$ cat src/rtl/rtc_pkg.sv
// Shared types and BCD helpers for the real-time clock slice.
package rtc_pkg;

   localparam int unsigned DIG_W = 4;
   localparam int unsigned BCD_W = 2 * DIG_W;

   typedef logic [DIG_W-1:0] bcd_digit_t;
   typedef logic [BCD_W-1:0] bcd_byte_t;

   typedef struct packed {
      bcd_byte_t hh;
      bcd_byte_t mm;
      bcd_byte_t ss;
   } rtc_time_t;

   localparam bcd_byte_t MAX_SS  = 8'h59;
   localparam bcd_byte_t MAX_MM  = 8'h59;
   localparam bcd_byte_t MAX_H24 = 8'h23;

   // Digit-wise BCD increment, wrapping to 00 after max.
   function automatic bcd_byte_t bcd_inc(input bcd_byte_t v, input bcd_byte_t max);
      bcd_byte_t r;
      if (v == max)
         r = '0;
      else if (v[3:0] == 4'd9)
         r = {v[7:4] + 4'd1, 4'd0};
      else
         r = {v[7:4], v[3:0] + 4'd1};
      return r;
   endfunction

   function automatic logic bcd_ok(input bcd_byte_t v, input bcd_byte_t max);
      return (v[7:4] <= 4'd9) && (v[3:0] <= 4'd9) && (v <= max);
   endfunction

   function automatic logic [7:0] bcd_to_bin(input bcd_byte_t v);
      return 8'(v[7:4]) * 8'd10 + 8'(v[3:0]);
   endfunction

   // Valid only for b <= 99.
   function automatic bcd_byte_t bin_to_bcd(input logic [7:0] b);
      return {4'(b / 8'd10), 4'(b % 8'd10)};
   endfunction

endpackage

$ cat src/rtl/rtc_bcd_clock_if.sv
// Control/time bus of the BCD real-time clock.
interface rtc_bcd_clock_if;
   import rtc_pkg::*;

   logic      ena;
   logic      mode24;
   logic      set_stb;
   bcd_byte_t set_hh;
   bcd_byte_t set_mm;
   bcd_byte_t set_ss;
   logic      set_pm;
   logic      alm_stb;
   bcd_byte_t alm_hh;
   bcd_byte_t alm_mm;
   logic      alm_pm;
   logic      alm_en;
   logic      alm_ack;
   bcd_byte_t hh;
   bcd_byte_t mm;
   bcd_byte_t ss;
   logic      pm;
   logic      tick;
   logic      hour_pulse;
   logic      alm_irq;
   logic      set_err;

   modport master (
      output ena, mode24, set_stb, set_hh, set_mm, set_ss, set_pm,
             alm_stb, alm_hh, alm_mm, alm_pm, alm_en, alm_ack,
      input  hh, mm, ss, pm, tick, hour_pulse, alm_irq, set_err
   );

   modport slave (
      input  ena, mode24, set_stb, set_hh, set_mm, set_ss, set_pm,
             alm_stb, alm_hh, alm_mm, alm_pm, alm_en, alm_ack,
      output hh, mm, ss, pm, tick, hour_pulse, alm_irq, set_err
   );

endinterface

$ cat src/rtl/bcd_hour_conv.sv
// 24h BCD hour -> display view, and port-format hour -> 24h BCD with range check.
module bcd_hour_conv
   import rtc_pkg::*;
(
   input  logic      mode24,
   input  bcd_byte_t h24_in,
   output bcd_byte_t hh_view,
   output logic      pm_view,
   input  bcd_byte_t hh_in,
   input  logic      pm_in,
   output bcd_byte_t h24_out,
   output logic      ok
);

   logic [7:0] hb;
   logic [7:0] h12;
   logic [7:0] ib;
   logic [7:0] base;
   logic       dig_ok;

   // Display direction: 00 shows as 12 AM, 13-23 as 01-11 PM.
   always_comb begin
      hb      = bcd_to_bin(h24_in);
      h12     = hb;
      pm_view = (hb >= 8'd12);
      if (hb == 8'd0)
         h12 = 8'd12;
      else if (hb > 8'd12)
         h12 = hb - 8'd12;
      hh_view = mode24 ? h24_in : bin_to_bcd(h12);
   end

   // Load direction: interpret hh_in in the currently selected format.
   always_comb begin
      ib      = bcd_to_bin(hh_in);
      base    = (ib == 8'd12) ? 8'd0 : ib;
      dig_ok  = (hh_in[7:4] <= 4'd9) && (hh_in[3:0] <= 4'd9);
      ok      = 1'b0;
      h24_out = hh_in;
      if (mode24) begin
         ok = dig_ok && (hh_in <= MAX_H24);
      end else begin
         ok      = dig_ok && (ib >= 8'd1) && (ib <= 8'd12);
         h24_out = bin_to_bcd(pm_in ? base + 8'd12 : base);
      end
   end

endmodule

$ cat src/rtl/rtc_bcd_clock.sv
// BCD real-time clock: 1 s prescaler, hh:mm:ss counter, 12/24h view, time set, alarm.
module rtc_bcd_clock
   import rtc_pkg::*;
#(
   parameter int unsigned TICK_DIV = 50_000_000,
   parameter int unsigned CNT_W    = 26
) (
   input  logic            clk,
   input  logic            reset,
   rtc_bcd_clock_if.slave  bus
);

   logic [CNT_W-1:0] cnt_q;
   rtc_time_t        time_q;
   rtc_time_t        next_time_c;
   rtc_time_t        set_time_c;
   bcd_byte_t        alm_hh_q;
   bcd_byte_t        alm_mm_q;
   logic             tick_q;
   logic             hour_pulse_q;
   logic             alm_irq_q;
   logic             set_err_q;

   bcd_byte_t        disp_hh;
   logic             disp_pm;
   bcd_byte_t        set_h24;
   logic             set_h_ok;
   bcd_byte_t        alm_h24;
   logic             alm_h_ok;
   bcd_byte_t        alm_view_hh_unused;
   logic             alm_view_pm_unused;

   logic             set_ok_c;
   logic             alm_ok_c;
   logic             set_load_c;
   logic             alm_load_c;
   logic             set_err_c;
   logic             wrap_c;
   logic             adv_c;
   logic             roll_c;
   logic             match_c;

   bcd_hour_conv u_main_conv (
      .mode24  (bus.mode24),
      .h24_in  (time_q.hh),
      .hh_view (disp_hh),
      .pm_view (disp_pm),
      .hh_in   (bus.set_hh),
      .pm_in   (bus.set_pm),
      .h24_out (set_h24),
      .ok      (set_h_ok)
   );

   bcd_hour_conv u_alm_conv (
      .mode24  (bus.mode24),
      .h24_in  (alm_hh_q),
      .hh_view (alm_view_hh_unused),
      .pm_view (alm_view_pm_unused),
      .hh_in   (bus.alm_hh),
      .pm_in   (bus.alm_pm),
      .h24_out (alm_h24),
      .ok      (alm_h_ok)
   );

   // Port validation and load qualification.
   always_comb begin
      set_ok_c   = set_h_ok && bcd_ok(bus.set_mm, MAX_MM) && bcd_ok(bus.set_ss, MAX_SS);
      alm_ok_c   = alm_h_ok && bcd_ok(bus.alm_mm, MAX_MM);
      set_load_c = bus.set_stb && set_ok_c;
      alm_load_c = bus.alm_stb && alm_ok_c;
      set_err_c  = (bus.set_stb && !set_ok_c) || (bus.alm_stb && !alm_ok_c);
      set_time_c = '{hh: set_h24, mm: bus.set_mm, ss: bus.set_ss};
   end

   // One-second advance with carries; a valid set pre-empts it.
   always_comb begin
      wrap_c         = bus.ena && (cnt_q == CNT_W'(TICK_DIV - 1));
      adv_c          = wrap_c && !set_load_c;
      roll_c         = (time_q.ss == MAX_SS) && (time_q.mm == MAX_MM);
      next_time_c    = time_q;
      next_time_c.ss = bcd_inc(time_q.ss, MAX_SS);
      if (time_q.ss == MAX_SS) begin
         next_time_c.mm = bcd_inc(time_q.mm, MAX_MM);
         if (time_q.mm == MAX_MM)
            next_time_c.hh = bcd_inc(time_q.hh, MAX_H24);
      end
      match_c = bus.alm_en && (next_time_c.hh == alm_hh_q) &&
                (next_time_c.mm == alm_mm_q) && (next_time_c.ss == 8'h00);
   end

   always_ff @(posedge clk) begin
      if (reset) begin
         cnt_q        <= '0;
         time_q       <= '0;
         alm_hh_q     <= '0;
         alm_mm_q     <= '0;
         tick_q       <= 1'b0;
         hour_pulse_q <= 1'b0;
         alm_irq_q    <= 1'b0;
         set_err_q    <= 1'b0;
      end else begin
         tick_q       <= 1'b0;
         hour_pulse_q <= 1'b0;
         set_err_q    <= set_err_c;
         if (set_load_c) begin
            time_q <= set_time_c;
            cnt_q  <= '0;
         end else if (bus.ena) begin
            if (wrap_c) begin
               cnt_q        <= '0;
               time_q       <= next_time_c;
               tick_q       <= 1'b1;
               hour_pulse_q <= roll_c;
            end else begin
               cnt_q <= cnt_q + CNT_W'(1);
            end
         end
         if (alm_load_c) begin
            alm_hh_q <= alm_h24;
            alm_mm_q <= bus.alm_mm;
         end
         if (adv_c && match_c)
            alm_irq_q <= 1'b1;
         else if (bus.alm_ack)
            alm_irq_q <= 1'b0;
      end
   end

   assign bus.hh         = disp_hh;
   assign bus.pm         = disp_pm;
   assign bus.mm         = time_q.mm;
   assign bus.ss         = time_q.ss;
   assign bus.tick       = tick_q;
   assign bus.hour_pulse = hour_pulse_q;
   assign bus.alm_irq    = alm_irq_q;
   assign bus.set_err    = set_err_q;

endmodule
$ cat src/flat_wrapper.sv
// flat-port wrapper written by rule: the top's interface ports become plain ports
module rtc_bcd_clock_flat import rtc_pkg::*;
#(
   parameter int unsigned TICK_DIV = 50_000_000,
   parameter int unsigned CNT_W    = 26
)
  (clk, reset, bus_ena, bus_mode24, bus_set_stb, bus_set_hh, bus_set_mm, bus_set_ss, bus_set_pm, bus_alm_stb, bus_alm_hh, bus_alm_mm, bus_alm_pm, bus_alm_en, bus_alm_ack, bus_hh, bus_mm, bus_ss, bus_pm, bus_tick, bus_hour_pulse, bus_alm_irq, bus_set_err);
  rtc_bcd_clock_if bus_i ();
  input  logic clk;
  input  logic reset;
  input wire logic [$bits(bus_i.ena)-1:0] bus_ena;
  input wire logic [$bits(bus_i.mode24)-1:0] bus_mode24;
  input wire logic [$bits(bus_i.set_stb)-1:0] bus_set_stb;
  input wire logic [$bits(bus_i.set_hh)-1:0] bus_set_hh;
  input wire logic [$bits(bus_i.set_mm)-1:0] bus_set_mm;
  input wire logic [$bits(bus_i.set_ss)-1:0] bus_set_ss;
  input wire logic [$bits(bus_i.set_pm)-1:0] bus_set_pm;
  input wire logic [$bits(bus_i.alm_stb)-1:0] bus_alm_stb;
  input wire logic [$bits(bus_i.alm_hh)-1:0] bus_alm_hh;
  input wire logic [$bits(bus_i.alm_mm)-1:0] bus_alm_mm;
  input wire logic [$bits(bus_i.alm_pm)-1:0] bus_alm_pm;
  input wire logic [$bits(bus_i.alm_en)-1:0] bus_alm_en;
  input wire logic [$bits(bus_i.alm_ack)-1:0] bus_alm_ack;
  output wire logic [$bits(bus_i.hh)-1:0] bus_hh;
  output wire logic [$bits(bus_i.mm)-1:0] bus_mm;
  output wire logic [$bits(bus_i.ss)-1:0] bus_ss;
  output wire logic [$bits(bus_i.pm)-1:0] bus_pm;
  output wire logic [$bits(bus_i.tick)-1:0] bus_tick;
  output wire logic [$bits(bus_i.hour_pulse)-1:0] bus_hour_pulse;
  output wire logic [$bits(bus_i.alm_irq)-1:0] bus_alm_irq;
  output wire logic [$bits(bus_i.set_err)-1:0] bus_set_err;
  assign bus_i.ena = bus_ena;
  assign bus_i.mode24 = bus_mode24;
  assign bus_i.set_stb = bus_set_stb;
  assign bus_i.set_hh = bus_set_hh;
  assign bus_i.set_mm = bus_set_mm;
  assign bus_i.set_ss = bus_set_ss;
  assign bus_i.set_pm = bus_set_pm;
  assign bus_i.alm_stb = bus_alm_stb;
  assign bus_i.alm_hh = bus_alm_hh;
  assign bus_i.alm_mm = bus_alm_mm;
  assign bus_i.alm_pm = bus_alm_pm;
  assign bus_i.alm_en = bus_alm_en;
  assign bus_i.alm_ack = bus_alm_ack;
  assign bus_hh = bus_i.hh;
  assign bus_mm = bus_i.mm;
  assign bus_ss = bus_i.ss;
  assign bus_pm = bus_i.pm;
  assign bus_tick = bus_i.tick;
  assign bus_hour_pulse = bus_i.hour_pulse;
  assign bus_alm_irq = bus_i.alm_irq;
  assign bus_set_err = bus_i.set_err;
  rtc_bcd_clock #(.TICK_DIV(TICK_DIV), .CNT_W(CNT_W)) u_core (.clk(clk), .reset(reset), .bus(bus_i));
endmodule
$ cat config.mk
export PLATFORM = sky130hd
export DESIGN_NAME = rtc_bcd_clock_flat
export DESIGN_NICKNAME = d
export VERILOG_FILES = /design/src/rtl/rtc_pkg.sv /design/src/rtl/rtc_bcd_clock_if.sv /design/src/rtl/bcd_hour_conv.sv /design/src/rtl/rtc_bcd_clock.sv /design/src/flat_wrapper.sv
export SDC_FILE = /design/constraint.sdc
export NUM_CORES = 1
export LEC_CHECK = 0
export CORE_UTILIZATION = 63
export DETAILED_ROUTE_END_ITERATION = 8
export GPL_TIMING_DRIVEN = 0
export PLACE_DENSITY = 0.9
export SLEW_MARGIN = 20
export SYNTH_ARGS = -nofsm -noshare
export SYNTH_HDL_FRONTEND = slang
export SYNTH_SLANG_ARGS = --single-unit
$ cat constraint.sdc
create_clock -name clk -period 13.96 [get_ports clk]
set_input_delay 2.094 -clock clk [delete_from_list [all_inputs] [get_ports clk]]
set_output_delay 2.094 -clock clk [all_outputs]
set_load 0.02 [all_outputs]
==> metrics.txt <==
run status=finished with violations; failing checks=design-rule violations; IO Count=79; Clock Skews=0.00700 ns; Syn. warnings=0; via count of the first global-routing pass=7309; core footprint=0.0115 sq mm; post-DR vias/cell=6.38; Final setup viols=0; Startpoint Class=input port; total negative slack=0 ns; Area Growth Syn to Fin=16.8%; clk slew on worst S/H paths=0.06 ns; grt peak-use layer=met2; Seq/Total Area, Yosys=18.6%; DR DRC count=2; worst slew pin tran=0.954 ns; H-tree depth=3; maximum vdd drop=0.0817 mV; M3 GR Usage=4.76%; share of layout cells above drive strength 1=9.97%; Hold Fails Final Rpt=0; routability congestion estimate=0.929; ANT cells=0; mapped cell area=0.00753 sq mm; routed len/inst=16.5 microns; syn avg cell area=7.60 sq um; Overall Global Routing Usage=32.3%; Post-synth EDFFs=0; fin crit share=62.8%; root buf cell=clkbuf_16; # clock sinks=70; Hold Buf Count CTS=0; clk_lat worst skew=0.33 ns; hold_sp=u_core.alm_hh_q[7]; PortBufs=76; PD cells=89.0 mW/mm^2; ys flop type=dfxtp_1; crit path max fanout=8; Data arrival, critical path=9.02 ns; initial cell density of the core=65.4%; WP data required=14.21 ns; Pwr Total=0.000783 W; post-route ant nets=0; # rows=39; asr flop ratio synth=0%; CTS resizes=0; hold depth=1; die width=111 microns; final worst path period need=8.77 ns; DR vias=7821; Pleak=3.27 nW; dpl hpwl=15100 microns; Unique masters post-synth=99; Hold Path End=u_core.alm_hh_q[7]; first-pass GRT wire length=33200 microns; fmax=114 MHz; fin util=76.4%; Post-Syn Nets=1088; # nets final=1175; grt met1 use=38.8%; worst r2r src=u_core.bus.ss[0]; Synth Instances=991; flop and latch count out of synthesis=70; gr ovfl total=0; TritonRoute pass-1 iters=8; reg-to-reg endpoint=u_core.bus.alm_irq; largest net degree at the start of global routing=13; WS Path Type=in -> reg; worst reg2reg setup slack=10.01 ns; CTS tree=built; # Post-CTS Setup Buffers=0; final WL=20200 microns; slew margin rel.=36.0%; CP endpoint kind=flip-flop; Slew Viols, Final=0; RSZ-0062 raised after global routing=false; 1st-iter DRT viols=778; maxcap violations=0; Critical Path Source=bus_alm_hh[5]; Clock Tree Buf Depth=2; Num CTS Buffers=9; Die ar.=0.0124 sq mm; GRT met2 Usage=57.8%; r2r worst-path depth=13; DIE HEIGHT=111 microns; Hold WC Path Type=reg -> reg; initial antenna violation count=0
## placed cells by master (no fill, tap or decap), types with 10 or more instances in the layout
cell type / count
dfxtp_1: 70
o21ai_0: 45
and2_1: 11
buf_4: 19
nor4_1: 16
inv_1: 34
o22ai_1: 10
mux2i_1: 20
xor2_1: 38
nand3_1: 36
a21oi_1: 65
nand4_1: 14
nand2b_1: 13
clkdlybuf4s50_1: 76
nor3_1: 33
clkbuf_1: 25
o211ai_1: 10
a211oi_1: 21
nor2_1: 112
nand2_1: 106
ha_1: 41
xnor2_1: 36
## critical path, cell delays in order
cell and delay (ns):
clkdlybuf4s50_1 0.57, ha_1 0.37, ha_1 0.16, inv_1 0.05
fa_1 0.65, nor2b_2 0.10, and4b_1 0.22, a211o_1 0.41
or3_1 0.44, o21ai_1 0.19, ha_1 0.25, nand2b_1 0.25
o22ai_1 0.13, a211oi_2 0.29, xor2_2 0.41, o211ai_1 0.18
a32oi_1 0.43, o21ai_1 0.29, o31a_1 0.34, nor3_1 0.20
nor3_1 0.08, ha_1 0.27, or4_1 0.52, o211ai_1 0.10
## synthesized netlist by cell type (10+ instances only)
cell type,instances,area [sq um]
a211oi_1,21,158
a21oi_1,65,325
and2_1,11,68.8
buf_4,19,143
clkbuf_1,25,93.8
dfxtp_1,70,1400
ha_1,41,513
inv_1,34,128
mux2i_1,20,200
nand2_1,106,398
nand2b_1,13,81.3
nand3_1,36,180
nand4_1,14,87.6
nor2_1,112,420
nor3_1,33,165
nor4_1,16,100
o211ai_1,10,75.1
o21ai_0,45,225
o22ai_1,10,62.6
xnor2_1,36,315
xor2_1,38,333
## cell type report
class,instances,area (sq um)
Buffer,54,292
Clock buffer,10,239
Tap cell,143,179
Clock inverter,6,85.1
Multi-Input combinational cell,832,5710
Inverter,35,131
Timing Repair Buffer,76,761
Fill cell,852,2720
Sequential cell,70,1400
## power by group
group | switching [W] | internal, W
clock network | 0.0000872 | 0.000161
logic | 0.000195 | 0.000138
registers | 0.00000107 | 0.000201
## cell families (layout without fill, tap and decap cells)
family	Yosys count	count (layout)	share of synthesized area, %
adders and majority gates	49	49	8.71
AOI/OAI and AO/OA	256	256	24.6
DFF	70	70	18.6
muxes	28	28	3.92
buffers and inverters	89	181	5.62
and+or+nand+nor	417	417	28.1
xor gates and xnor gates	82	82	10.5
## registers in the layout (all words and copies together), names as in the netlist
name                   flops
u_core.bus.hour_pulse      1
u_core.alm_hh_q            8
u_core.time_q              8
u_core.bus.set_err         1
u_core.bus.alm_irq         1
u_core.bus.mm              8
u_core.cnt_q              26
u_core.bus.tick            1
u_core.bus.ss              8
u_core.alm_mm_q            8
## worst max path at each step
| stage | endpoint |
|---|---|
| 6_report | u_core.alm_hh_q[2] |
| 2_1_floorplan | u_core.alm_hh_q[2] |
| 3_3_place_gp | u_core.alm_hh_q[2] |
| 3_5_place_dp | u_core.alm_hh_q[2] |
| 4_1_cts | u_core.alm_hh_q[2] |
| 5_1_grt | u_core.alm_hh_q[2] |
## metrics by stage
| step | setup WS [ns] | area (sq um) | hold WS [ns] | instances |
|---|---|---|---|---|
| global placement | 5.07 | 8470 | 0.463 | 1210 |
| floorplan | 6.33 | 7530 | 0.450 | 991 |
| detailed placement | 4.94 | 8470 | 0.469 | 1210 |
| CTS | 5.24 | 8790 | 0.485 | 1226 |
| global route | 4.68 | 8790 | 0.493 | 1226 |
| finish | 5.19 | 8790 | 0.489 | 1226 |
## routing by layer
metal,wire (microns),up-vias
li1,-,3799
met1,8150,3589
met2,9940,366
met3,1470,67
met4,662,0
met5,0,-
(Power assumes the default switching activity.)
